### config.mk
export PLATFORM = sky130hd
export DESIGN_NAME = logic_unit_pipe
export DESIGN_NICKNAME = d
export VERILOG_FILES = /design/src/rtl/alu_pkg.sv /design/src/rtl/logic_unit_comb.sv /design/src/rtl/logic_unit_pipe.sv
export SDC_FILE = /design/constraint.sdc
export NUM_CORES = 1
export LEC_CHECK = 0
export BUFFER_PORTS_ARGS = -buffer_cell sky130_fd_sc_hd__clkbuf_2
export CAP_MARGIN = 20
export CORE_MARGIN = 4
export CORE_UTILIZATION = 35
export DETAILED_ROUTE_END_ITERATION = 8
export PLACE_DENSITY = 0.55
export SLEW_MARGIN = 5
export SYNTH_ARGS = -nofsm -noshare
export SYNTH_HDL_FRONTEND = slang
export SYNTH_HIERARCHICAL = 1
export SYNTH_SLANG_ARGS = --single-unit
### constraint.sdc
create_clock -name clk -period 2.1 [get_ports clk]
set_input_delay 0.42 -clock clk [delete_from_list [all_inputs] [get_ports clk]]
set_output_delay 0.42 -clock clk [all_outputs]
set_load 0.03 [all_outputs]
### src/rtl/alu_pkg.sv
// Shared ALU definitions: logic-unit opcode encoding and its width.
package alu_pkg;

  localparam int unsigned LOGIC_OP_W = 3;

  typedef enum logic [LOGIC_OP_W-1:0] {
    OP_AND   = 3'b000,
    OP_OR    = 3'b001,
    OP_XOR   = 3'b010,
    OP_NOR   = 3'b011,
    OP_ANDN  = 3'b100,
    OP_ORN   = 3'b101,
    OP_PASSA = 3'b110,
    OP_PASSB = 3'b111
  } logic_op_t;

endpackage

### src/rtl/logic_unit_comb.sv
// Combinational bitwise op decode with zero detect; bit i of the result
// depends only on bit i of the operands.
module logic_unit_comb
  import alu_pkg::*;
#(
  parameter int unsigned WIDTH = 32
) (
  input  logic [LOGIC_OP_W-1:0] op_i,
  input  logic [WIDTH-1:0]      a_i,
  input  logic [WIDTH-1:0]      b_i,
  output logic [WIDTH-1:0]      res_c,
  output logic                  zero_c
);

  always_comb begin
    res_c = '0;
    case (logic_op_t'(op_i))
      OP_AND:   res_c = a_i & b_i;
      OP_OR:    res_c = a_i | b_i;
      OP_XOR:   res_c = a_i ^ b_i;
      OP_NOR:   res_c = ~(a_i | b_i);
      OP_ANDN:  res_c = a_i & ~b_i;
      OP_ORN:   res_c = a_i | ~b_i;
      OP_PASSA: res_c = a_i;
      OP_PASSB: res_c = b_i;
      default:  res_c = '0;
    endcase
    zero_c = ~|res_c;
  end

endmodule

### src/rtl/logic_unit_pipe.sv
// Pipelined bitwise logic unit: valid/ready on both ends, bubble-collapsing
// register chain carrying result, zero flag and tag, with synchronous flush.
module logic_unit_pipe
  import alu_pkg::*;
#(
  parameter int unsigned WIDTH  = 32,
  parameter int unsigned STAGES = 2,
  parameter int unsigned TAG_W  = 5
) (
  input  logic                  clk,
  input  logic                  rst_n,
  input  logic                  flush,
  input  logic                  in_valid,
  output logic                  in_ready,
  input  logic [LOGIC_OP_W-1:0] in_op,
  input  logic [WIDTH-1:0]      in_a,
  input  logic [WIDTH-1:0]      in_b,
  input  logic [TAG_W-1:0]      in_tag,
  output logic                  out_valid,
  input  logic                  out_ready,
  output logic [WIDTH-1:0]      out_res,
  output logic                  out_zero,
  output logic [TAG_W-1:0]      out_tag
);

  localparam int unsigned LAST = STAGES - 1;

  logic             vld_q  [STAGES];
  logic [WIDTH-1:0] res_q  [STAGES];
  logic             zero_q [STAGES];
  logic [TAG_W-1:0] tag_q  [STAGES];

  logic [STAGES-1:0] adv_c;
  logic              accept_c;
  logic [WIDTH-1:0]  res_c;
  logic              zero_c;

  logic_unit_comb #(
    .WIDTH (WIDTH)
  ) u_comb (
    .op_i   (in_op),
    .a_i    (in_a),
    .b_i    (in_b),
    .res_c  (res_c),
    .zero_c (zero_c)
  );

  // A stage advances when empty or when its contents move on; resolved back to front.
  always_comb begin
    adv_c = '0;
    adv_c[LAST] = !vld_q[LAST] || out_ready;
    for (int i = int'(LAST) - 1; i >= 0; i--) begin
      adv_c[i] = !vld_q[i] || adv_c[i+1];
    end
  end

  assign in_ready = adv_c[0] && !flush;
  assign accept_c = in_valid && in_ready;

  for (genvar g = 0; g < int'(STAGES); g++) begin : g_stage
    if (g == 0) begin : g_head
      // Head stage captures the computed result; data only loads on accept.
      always_ff @(posedge clk or negedge rst_n) begin
        if (!rst_n) begin
          vld_q[0]  <= 1'b0;
          res_q[0]  <= '0;
          zero_q[0] <= 1'b0;
          tag_q[0]  <= '0;
        end else begin
          if (flush) begin
            vld_q[0] <= 1'b0;
          end else if (adv_c[0]) begin
            vld_q[0] <= in_valid;
          end
          if (accept_c) begin
            res_q[0]  <= res_c;
            zero_q[0] <= zero_c;
            tag_q[0]  <= in_tag;
          end
        end
      end
    end else begin : g_body
      // Move-only stage; an empty upstream stage propagates as a bubble.
      always_ff @(posedge clk or negedge rst_n) begin
        if (!rst_n) begin
          vld_q[g]  <= 1'b0;
          res_q[g]  <= '0;
          zero_q[g] <= 1'b0;
          tag_q[g]  <= '0;
        end else begin
          if (flush) begin
            vld_q[g] <= 1'b0;
          end else if (adv_c[g]) begin
            vld_q[g] <= vld_q[g-1];
          end
          if (!flush && adv_c[g] && vld_q[g-1]) begin
            res_q[g]  <= res_q[g-1];
            zero_q[g] <= zero_q[g-1];
            tag_q[g]  <= tag_q[g-1];
          end
        end
      end
    end
  end

  assign out_valid = vld_q[LAST];
  assign out_res   = res_q[LAST];
  assign out_zero  = zero_q[LAST];
  assign out_tag   = tag_q[LAST];

endmodule

; ---- Word level (Yosys, flattened, before mapping)
; Cells that the tools add are included.
[word_totals]
reg_bits = 78
wordCells = 41
[classes]
n_eq_ne = 7
mux = 5
n_bitwise = 7
reduce_logical = 14
[op_table]
columns = op, count
row1 = one-hot mux 32 bit (8 select lines), 1
row2 = bitwise AND 32 bit, 2
row3 = inverter 32 bit, 2
row4 = OR 32 bit, 2
row5 = OR reduction 32 bit, 1
row6 = bitwise XOR 32 bit, 1
row7 = "equality test 3 bit, second input constant", 4
row8 = "equality test 3 x 2 -> 1 bit, second input constant", 2
row9 = logical AND 1 bit, 4
row10 = zero test 1 bit, 4
row11 = two-way mux 1 bit, 4
row12 = nonzero test 2 bit, 2
row13 = "equality test 3 x 1 -> 1 bit, second input constant", 1
row14 = zero test 3 bit, 1
row15 = logical OR 1 bit, 2

; ---- Logic depth before layout (Yosys ltp)
; Gate-level depths: netlist of run 1.
[depth]
word_depth = 5
mapped_depth = 12
mapped_depth_nobuf = 9

; ---- By module
; Netlist of run 1, hierarchy kept.
[by_module_without_submodules]
columns = module, instances, cells_each, area_each_um2, seq_area_each_um2
row1 = logic_unit_comb, 1, 479, 3580.9, 0.0
row2 = logic_unit_pipe, 1, 208, 3206.8, 1951.9

; ---- Worst setup path after synthesis of run 1
; Ideal clock, no wire load.
[synth_path]
path_type = input to register
from = in in_a[30]
to = reg zero_q[1] (netlist bit)
arrival_ns = 2.306
t_required_ns = 2.035
path_slack_ns = -0.270
path_stages = 9
path_cell_list = inv_1 > ha_1 > mux2_2 > a21oi_1 > a32oi_1 > a211o_1 > or4_1 > nor4_2 > mux2_2
[synth_via]
elab_chain_cells = 5
[synth_lines]
columns = element, line_no
row1 = "start, declared", logic_unit_pipe.sv:16  ; input logic [WIDTH-1:0] in_a,
row2 = OR 32 bit, "logic_unit_comb.sv:19, logic_unit_comb.sv:21"
row3 = inverter 32 bit, logic_unit_comb.sv:21  ; OP_NOR: res_c = ~(a_i | b_i);
row4 = one-hot mux 32 bit (8 select lines) (*), logic_unit_comb.sv:17  ; case (logic_op_t'(op_i))
row5 = net res_c[30], logic_unit_pipe.sv:35  ; logic [WIDTH-1:0] res_c;
row6 = OR reduction 32 bit (*), logic_unit_comb.sv:28  ; zero_c = ~|res_c;
row7 = zero test 1 bit (*), logic_unit_comb.sv:28
row8 = net zero_c, logic_unit_pipe.sv:36  ; logic zero_c;
row9 = "end, declared", logic_unit_pipe.sv:30  ; logic zero_q [STAGES];
; The timed path passes the listed nets; every way through them passes the cells marked *.
; A chain may end at the register's enable or synchronous reset.

; ---- Worst setup path in the final report of run 1
[layout_path]
from = in in_op[2]
to = reg zero_q[1] (netlist bit)
[layout_via]
elab_chain_cells = 4
[layout_lines]
columns = element, line_no
row1 = "start, declared", logic_unit_pipe.sv:15  ; input logic [LOGIC_OP_W-1:0] in_op,
row2 = "equality test 3 bit, or another cell as far along", logic_unit_comb.sv:17
row3 = one-hot mux 32 bit (8 select lines) (*), logic_unit_comb.sv:17
row4 = OR reduction 32 bit (*), logic_unit_comb.sv:28
row5 = zero test 1 bit (*), logic_unit_comb.sv:28
row6 = net zero_c, logic_unit_pipe.sv:36
; Marks and branches as above.

==> flow_metrics.tcl, run 1 <==
set metrics [dict create \
    synthDistinctLibCells 64 \
    rsz0062_at_grt "true" \
    grt_pass1_wl_um 28900 \
    ios 117 \
    synth_common_cells "dfrtp_1 (78), inv_1 (70), mux2_2 (69)" \
    n_fill_cell 1800 \
    ys_warn_count 6 \
    core_area_mm2 0.0189 \
    insertion_delay_ps 330 \
    cts_buffers 9 \
    violations "negative setup slack" \
    synth_edf_count 0 \
    min_period_ps 2140 \
    worstReg2RegEnd "tag_q[9]$_DFFE_PN0P_" \
    cp_data_arrival_time_ps 2410 \
    hold_viol 0 \
    clock-root-buffer "clkbuf_16" \
    timing.final.crit_share 1.02 \
    worst_pin_slew_ps 497 \
    startpoint_type "input pin" \
    synth_top_area_cell "dfrtp_1" \
    cp-end-kind "flip-flop" \
    cap_violations 0 \
    syn_nets 828 \
    antenna_cells 0 \
    hold_buffers 0 \
    wl_per_cell_um 14.8 \
    die_y_um 147 \
    crit_required_ps 2370 \
    place.gp.congestion 0.822 \
    status "complete, but fails checks" \
    finalSetupTns_ps -45.0 \
    syn_inst 687 \
    final-setup-viol-count 1 \
    htree_levels 3 \
    irDropWorstVdd_mv 0.364 \
    avgSynthCellArea_um2 9.88 \
    netlist_top_cells_area "dfrtp_1 (29%), ha_1 (12%), mux2_2 (11%)" \
    hold_class "in -> async" \
    dieWidth_um 147 \
    num_vias 5597 \
    max_freq_mhz 466 \
    ys_seq_elements 78 \
    routed_wl_um 17600 \
    fin_ws_ps -45.0 \
    cp_max_fo 6 \
    ys_async_sr_fraction 1.00 \
    yosysMostFrequentCell "dfrtp_1" \
    skew_ps 6.28 \
    clk_pin_slew_worst_paths_ps 60 \
    cp-startpoint "in_op[2]" \
    placementRows 50 \
    r2r_slack_ps 470 \
    initial_core_util 0.359 \
    post-place-ws_ps -478 \
    critPathKind "in -> reg" \
    antenna_found_initial 0 \
    ant_nets 0 \
    grt_pass1_vias 5650 \
    powerDensity_mw_per_mm2 655 \
    synth_flop_cell "dfrtp_1" \
    overflow 0 \
    clockBufferDepth 2 \
    synth-seq-area-share 0.288 \
    numPortBuffers 116 \
    grt_use_total 0.162 \
    synth_area_mm2 0.00679 \
    drt-vias-per-instance 4.71 \
    drtPass1Iterations 4 \
    dp_hpwl_um 14100 \
    nNetsFinal 1065 \
    cts.sinks 78 \
    reg2reg_depth 4 \
    syn2layout_area_growth_pct 36.1 \
    drcViolationCount 0 \
    drive_above_1_share 0.468 \
    die_area_mm2 0.0217 \
    first_iter_violations 183 \
    slew_headroom 0.667 \
    slew_violations 0 \
    grt_max_degree 36 \
    timing.rr.start "vld_q[1]$_DFFE_PN0P_" \
    p_leak_nw 4.61 \
    cts_tree "yes" \
    synth_top_area_frac 0.288 \
]
==> cells by family (layout without fill, tap and decap cells) <==
family,count (synthesis),count (layout),share of synthesized area
AOI/OAI and AO/OA,123,123,0.125
xor gates and xnor gates,21,21,0.0271
adders and majority gates,64,64,0.118
buffers and inverters,150,392,0.125
DFF,78,78,0.288
muxes,139,139,0.227
and+or+nand+nor,112,112,0.0909
==> report_power, final <==
part	total (mW)	leakage, nW	internal (mW)	switching (mW)
Combinational	2.47	3.54	1.12	1.35
Clock	1.45	0.142	0.893	0.560
Sequential	2.13	0.936	1.92	0.213
==> sequential cells by signal (all words and copies together), names as in the netlist <==
| signal | cells |
|---|---|
| out_valid | 1 |
| res_q | 32 |
| out_tag | 5 |
| tag_q | 5 |
| out_res | 32 |
| out_zero | 1 |
| vld_q | 1 |
| zero_q | 1 |
==> worst max path at each step <==
stage	to	slack, ps	cells after the start
after floorplan	zero_q[1]$_DFFE_PN0P_	-230	10
after global placement	zero_q[1]$_DFFE_PN0P_	-440	10
after detailed placement	zero_q[1]$_DFFE_PN0P_	-480	10
after CTS	zero_q[1]$_DFFE_PN0P_	-120	10
after global routing	zero_q[1]$_DFFE_PN0P_	-150	10
final	zero_q[1]$_DFFE_PN0P_	-40	9
==> area by class of cell <==
class,count,area [um2],area share
clock inverter,3,17.5,0.00190
multi-input combinational,459,4170,0.451
inverter,70,270,0.0292
timing repair buffer,306,2230,0.242
sequential,78,1950,0.211
tap,260,325,0.0352
clock buffer,13,270,0.0292
==> per-stage QoR <==
stage / hold slack [ps] / instances / area, um2 / util / power, mW
2_1_floorplan: 124 / 687 / 6800 / - / 3.94
3_3_place_gp: 372 / 1157 / 8540 / 0.452 / 4.50
3_5_place_dp: 370 / 1157 / 8540 / 0.452 / 4.54
4_1_cts: 7.20 / 1185 / 9000 / 0.477 / 6.07
5_1_grt: 27.3 / 1189 / 9240 / 0.489 / 6.42
6_report: 7.85 / 1189 / 9240 / 0.489 / 6.05
==> layer usage <==
| metal | GRT usage | routed length [um] | vias to the layer above |
|---|---|---|---|
| met5 | 0 | 0 | - |
| met1 | 0.227 | 8340 | 2632 |
| met2 | 0.262 | 8170 | 101 |
| met3 | 0.0244 | 807 | 12 |
| li1 | - | - | 2852 |
| met4 | 0.0457 | 246 | 0 |
==> critical path, stage by stage <==
cell,delay (ps)
buf_12,130
buf_16,130
buf_12,120
mux2i_2,170
o22ai_2,110
o31a_1,320
or4_4,560
nor4_4,270
mux2_4,180
==> what timing repair did <==
| item | CTS | global route |
|---|---|---|
| pin swaps | 12 | 17 |
| resized for setup | 15 | 54 |
| setup endpoints to repair | 1 | 1 |
| buffers inserted | 11 | 4 |
| gates cloned | 1 | 0 |
| endpoints found under the hold margin | 0 | 0 |
==> cell usage in the layout, fill, tap and decap left out, types with 6 or more instances in the layout <==
| cell type | count |
|---|---|
| dfrtp_1 | 78 |
| mux2_2 | 65 |
| buf_12 | 12 |
| o22ai_1 | 6 |
| buf_6 | 7 |
| inv_1 | 60 |
| mux2i_1 | 43 |
| mux2_1 | 20 |
| clkbuf_16 | 9 |
| a21oi_1 | 24 |
| nand2_1 | 30 |
| nand3b_1 | 6 |
| nor2_1 | 14 |
| a211oi_1 | 6 |
| o21a_1 | 6 |
| buf_4 | 170 |
| clkbuf_2 | 113 |
| o21ai_0 | 20 |
| nor2b_1 | 17 |
| inv_2 | 8 |
| xor2_1 | 9 |
| xnor2_1 | 12 |
| o211ai_1 | 7 |
| ha_1 | 60 |
Note: power is estimated with default switching activity, not from simulation.
==> inputs of run 2 (changes only) <==
- CELL_PAD_IN_SITES_DETAIL_PLACEMENT: unset -> 0
- CELL_PAD_IN_SITES_GLOBAL_PLACEMENT: unset -> 1
- PLACE_DENSITY: 0.55 -> 0.74
==> flow_metrics.tcl, run 2 (synthesis results as in run 1) <==
set metrics [dict create \
    status "complete, but fails checks" \
    violations "negative setup slack" \
    grt_pass1_vias 5486 \
    switching_share 0.342 \
    hold_ws_ps 64.1 \
    layout_commonest_cell "buf_4" \
    dieWidth_um 147 \
    final-setup-viol-count 1 \
    postLayoutCellArea_mm2 0.00897 \
    slew_headroom 0.667 \
    ios 117 \
    cp_max_fo 2 \
    layout_common_cells "buf_4 (171), clkbuf_2 (113), dfrtp_1 (78)" \
    place.gp.congestion 0.816 \
    drive_above_1_share 0.440 \
    clockPowerShare 0.267 \
    rsz0062_at_grt "true" \
    clockBufferDepth 2 \
    numPortBuffers 116 \
    timing.final.crit_share 1.01 \
    antenna_found_initial 0 \
    initial_core_util 0.359 \
    post-place-ws_ps -451 \
    min_period_ps 2130 \
    cp-end-kind "flip-flop" \
    crit_required_ps 2370 \
    insertion_delay_ps 330 \
    clock-root-buffer "clkbuf_16" \
    cts.sinks 78 \
    critPathKind "in -> reg" \
    powerDensity_mw_per_mm2 685 \
    die_area_mm2 0.0217 \
    dp_hpwl_um 13900 \
    nNetsFinal 1054 \
    cts_buffers 9 \
    cp_data_arrival_time_ps 2390 \
    first_iter_violations 206 \
    drt-vias-per-instance 4.69 \
    max_freq_mhz 470 \
    cap_violations 0 \
    seqPwrFrac 0.346 \
    combPwrFrac 0.387 \
    hold_buffers 0 \
    ant_nets 0 \
    post-route-util 0.475 \
    grt_max_degree 41 \
    cpPeakStageDelay_ps 490 \
    slew_violations 0 \
    syn2layout_area_growth_pct 32.2 \
    worst_pin_slew_ps 500 \
    switchingPower_mw 2.10 \
    grt_pass1_wl_um 27800 \
    clk_pin_slew_worst_paths_ps 60 \
    irDropWorstVdd_mv 0.433 \
    num_vias 5524 \
    die_y_um 147 \
    cts_tree "yes" \
    dpl_cell_area_mm2 0.00854 \
    skew_ps 4.92 \
    grt_use_total 0.158 \
    fin_ws_ps -27.4 \
    htree_levels 3 \
    wl_per_cell_um 14.3 \
    routed_wl_um 16900 \
    core_area_mm2 0.0189 \
    finalPower_mw 6.15 \
    p_leak_nw 4.54 \
    startpoint_type "input pin" \
    placementRows 50 \
    hold_class "in -> async" \
    crit_slowest_cell "mux4_2" \
    cp_cell_sequence "clkbuf_2 > inv_2 > ha_1 > nand2_1 > o31ai_1 > mux4_2 > nand4bb_1 > or4_4 > nor4_4 > mux2_4" \
    antenna_cells 0 \
    p_int_mw 4.05 \
    hold_viol 0 \
    overflow 0 \
    drcViolationCount 0 \
    drtPass1Iterations 4 \
]
[run 2: worst max-delay path: cells and delay by family]
kind / cells / cell delay, ps
AOI/OAI and AO/OA: 1 / 60
adders and majority gates: 1 / 260
buffers and inverters: 2 / 140
muxes: 2 / 670
and+or+nand+nor: 4 / 850
[run 2: cell type report]
type | instances | area, um2
Clock buffer | 10 | 239
Inverter | 70 | 263
Tap cell | 260 | 325
Fill cell | 1871 | 9920
Multi-Input combinational cell | 459 | 4060
Sequential cell | 78 | 1950
Clock inverter | 6 | 85.1
Timing Repair Buffer | 295 | 2040
[run 2: final timing paths]
kind | from | end | slack (ps) | depth (start not counted)
worst max-delay path | in_b[17] | zero_q[1]$_DFFE_PN0P_ | -30 | 10
worst min-delay path | rst_n | out_res[9]$_DFFE_PN0P_ | 60 | 1
worst max register to register | vld_q[1]$_DFFE_PN0P_ | res_q[62]$_DFFE_PN0P_ | 470 | 4
worst min register to register | res_q[39]$_DFFE_PN0P_ | res_q[39]$_DFFE_PN0P_ | 480 | 1
max in group asynchronous | rst_n | tag_q[7]$_DFFE_PN0P_ | 1430 | 2
min in group clk | in_tag[3] | tag_q[8]$_DFFE_PN0P_ | 320 | 2
[run 2: power by group through the flow]
stage	combinational (mW)	sequential (mW)	clock, mW
detailed placement	2.37	2.16	0
global route	2.58	2.18	1.75
CTS	2.38	2.13	1.69
global placement	2.34	2.14	0
floorplan	1.87	2.08	0
finish	2.38	2.13	1.64
[run 2: per-layer routing]
layer | vias up | GRT usage | routed length [um]
met3 | 10 | 0.0173 | 482
met4 | 0 | 0.0336 | 156
met2 | 90 | 0.254 | 7710
li1 | 2827 | - | -
met1 | 2597 | 0.229 | 8530
met5 | - | 0 | 0
[run 2: per-stage QoR]
| stage | setup TNS (ps) | cells |
|---|---|---|
| finish | -27.4 | 1178 |
| global route | -86.2 | 1178 |
| CTS | -84.8 | 1174 |
| detailed placement | -1080 | 1158 |
| global placement | -995 | 1158 |
| floorplan | -231 | 687 |
[run 2: what timing repair did]
item	in CTS	in global routing
resized for setup	3	20
pin swaps	0	6
buffers inserted	0	4
endpoints found under the setup margin	1	1
==> inputs of run 3 (changes only) <==
- ABC_AREA: unset -> 1
- PLACE_DENSITY: 0.74 -> 0.79
==> flow_metrics.tcl, run 3 <==
set metrics [dict create \
    antenna_found_initial 0 \
    syn_nets 1259 \
    hold_buffers 0 \
    cts.sinks 78 \
    avgSynthCellArea_um2 6.43 \
    critPathKind "in -> reg" \
    p_leak_nw 4.90 \
    place.gp.congestion 0.836 \
    first_iter_violations 480 \
    synth_flop_cell "dfrtp_1" \
    dp_hpwl_um 15500 \
    ys_async_sr_fraction 1.00 \
    drive_above_1_share 0.178 \
    core_area_mm2 0.0202 \
    powerDensity_mw_per_mm2 632 \
    layout_commonest_cell "nand2_1" \
    dpl_cell_area_mm2 0.00812 \
    post-place-ws_ps -191 \
    nNetsFinal 1358 \
    ant_nets 0 \
    cp-end-kind "flip-flop" \
    grt_pass1_vias 6477 \
    dieWidth_um 151 \
    finalPower_mw 5.34 \
    cap_violations 0 \
    fin_ws_ps 216 \
    timing.final.crit_share 0.897 \
    placementRows 52 \
    cts_resized 0 \
    clockBufferDepth 2 \
    ios 117 \
    status "finished clean" \
    layout_common_cells "nand2_1 (375), inv_1 (188), clkbuf_2 (115)" \
    drcViolationCount 0 \
    skew_ps 6.50 \
    cp_data_arrival_time_ps 2150 \
    overflow 0 \
    cts_buffers 9 \
    syn2layout_area_growth_pct 17.4 \
    routed_wl_um 20300 \
    register_area_mm2 0.00195 \
    grt_use_total 0.179 \
    cp_max_fo 18 \
    initial_core_util 0.355 \
    die_y_um 151 \
    rsz0062_at_grt "false" \
    slew_headroom 0.565 \
    clock-root-buffer "clkbuf_16" \
    ys_warn_count 6 \
    irDropWorstVdd_mv 0.295 \
    wl_per_cell_um 13.6 \
    finalSetupTns_ps 0 \
    synth_top_area_cell "dfrtp_1" \
    clk_pin_slew_worst_paths_ps 60 \
    min_period_ps 1880 \
    htree_levels 3 \
    final-setup-viol-count 0 \
    synth_area_mm2 0.00719 \
    hold_ws_ps 64.4 \
    synth-seq-area-share 0.271 \
    worst_pin_slew_ps 649 \
    die_area_mm2 0.0229 \
    drt-vias-per-instance 4.69 \
    num_vias 7004 \
    ys_seq_elements 78 \
    max_freq_mhz 531 \
    synthDistinctLibCells 23 \
    crit_required_ps 2370 \
    synth_common_cells "nand2_1 (375), inv_1 (188), nand4_1 (110)" \
    hold_class "in -> async" \
    netlist_top_cells_area "dfrtp_1 (27%), nand2_1 (20%), ha_1 (11%)" \
    slew_violations 0 \
    synth_top_area_frac 0.271 \
    post_cts_buffers 0 \
    grt_max_degree 77 \
    synth_edf_count 0 \
    syn_inst 1118 \
    multi_input_area_mm2 0.00385 \
    drtPass1Iterations 5 \
    cts_tree "yes" \
    n_fill_cell 2194 \
    postLayoutCellArea_mm2 0.00845 \
    antenna_cells 0 \
    startpoint_type "input pin" \
    grt_pass1_wl_um 33100 \
    insertion_delay_ps 330 \
    yosysMostFrequentCell "nand2_1" \
    hold_viol 0 \
    numPortBuffers 116 \
]
-- run 3: critical path, stage by stage --
cell and delay (ps):
clkbuf_2 140, buf_4 170, nor2_8 170, buf_6 200, nand3_1 90, nand4_1 100
nand3_1 140, nor2_1 130, nand2_1 50, nor2_1 190, nand2_1 80, nor2_1 80
nand4_1 90, nand2_1 90
-- run 3: power breakdown --
part	total, mW	leakage (nW)	switching [mW]	internal [mW]
sequential	1.94	1.00	0.154	1.78
clock	1.61	0.162	0.565	1.04
combinational	1.79	3.74	1.17	0.626
total	5.34	4.90	1.89	3.45
-- run 3: layout make-up --
| class | count | share of cell area |
|---|---|---|
| clock buffers | 13 | 0.0332 |
| clock inverters | 3 | 0.00474 |
| inverters | 192 | 0.0853 |
| multi-input cells | 746 | 0.456 |
| flip-flops and latches | 78 | 0.231 |
| well taps | 270 | 0.0400 |
| repair buffers | 190 | 0.150 |
-- run 3: routing by layer --
layer | vias up | GRT usage | share of wire
li1 | 3669 | - | -
met1 | 3094 | 0.257 | 0.48
met2 | 212 | 0.281 | 0.44
met3 | 29 | 0.0278 | 0.069
met4 | 0 | 0.0458 | 0.016
met5 | - | 0 | 0
-- run 3: worst paths after layout --
| path | start | to | slack (ps) | depth (start not counted) |
|---|---|---|---|---|
| setup / recovery | in_op[0] | zero_q[1]$_DFFE_PN0P_ | 220 | 14 |
| hold / removal | rst_n | res_q[39]$_DFFE_PN0P_ | 60 | 1 |
| setup reg to reg | out_valid$_DFFE_PN0P_ | res_q[44]$_DFFE_PN0P_ | 840 | 4 |
| hold reg to reg | res_q[36]$_DFFE_PN0P_ | res_q[36]$_DFFE_PN0P_ | 470 | 2 |
| max in group asynchronous | rst_n | out_res[19]$_DFFE_PN0P_ | 1380 | 2 |
| min in group clk | flush | vld_q[1]$_DFFE_PN0P_ | 330 | 2 |
-- run 3: cell families (layout without fill, tap and decap cells) --
kind of cell,Yosys count,after routing,synth area share
buffers and inverters,294,398,0.193
DFF,78,78,0.271
AOI/OAI and AO/OA,47,47,0.0327
and+or+nand+nor,634,634,0.390
xor gates and xnor gates,1,1,0.00122
adders and majority gates,64,64,0.111
-- run 3: per-stage QoR --
stage          utilization  cells
6_report             0.418   1492
5_1_grt              0.418   1492
4_1_cts              0.417   1492
3_5_place_dp         0.401   1476
3_3_place_gp         0.401   1476
2_1_floorplan            -   1118
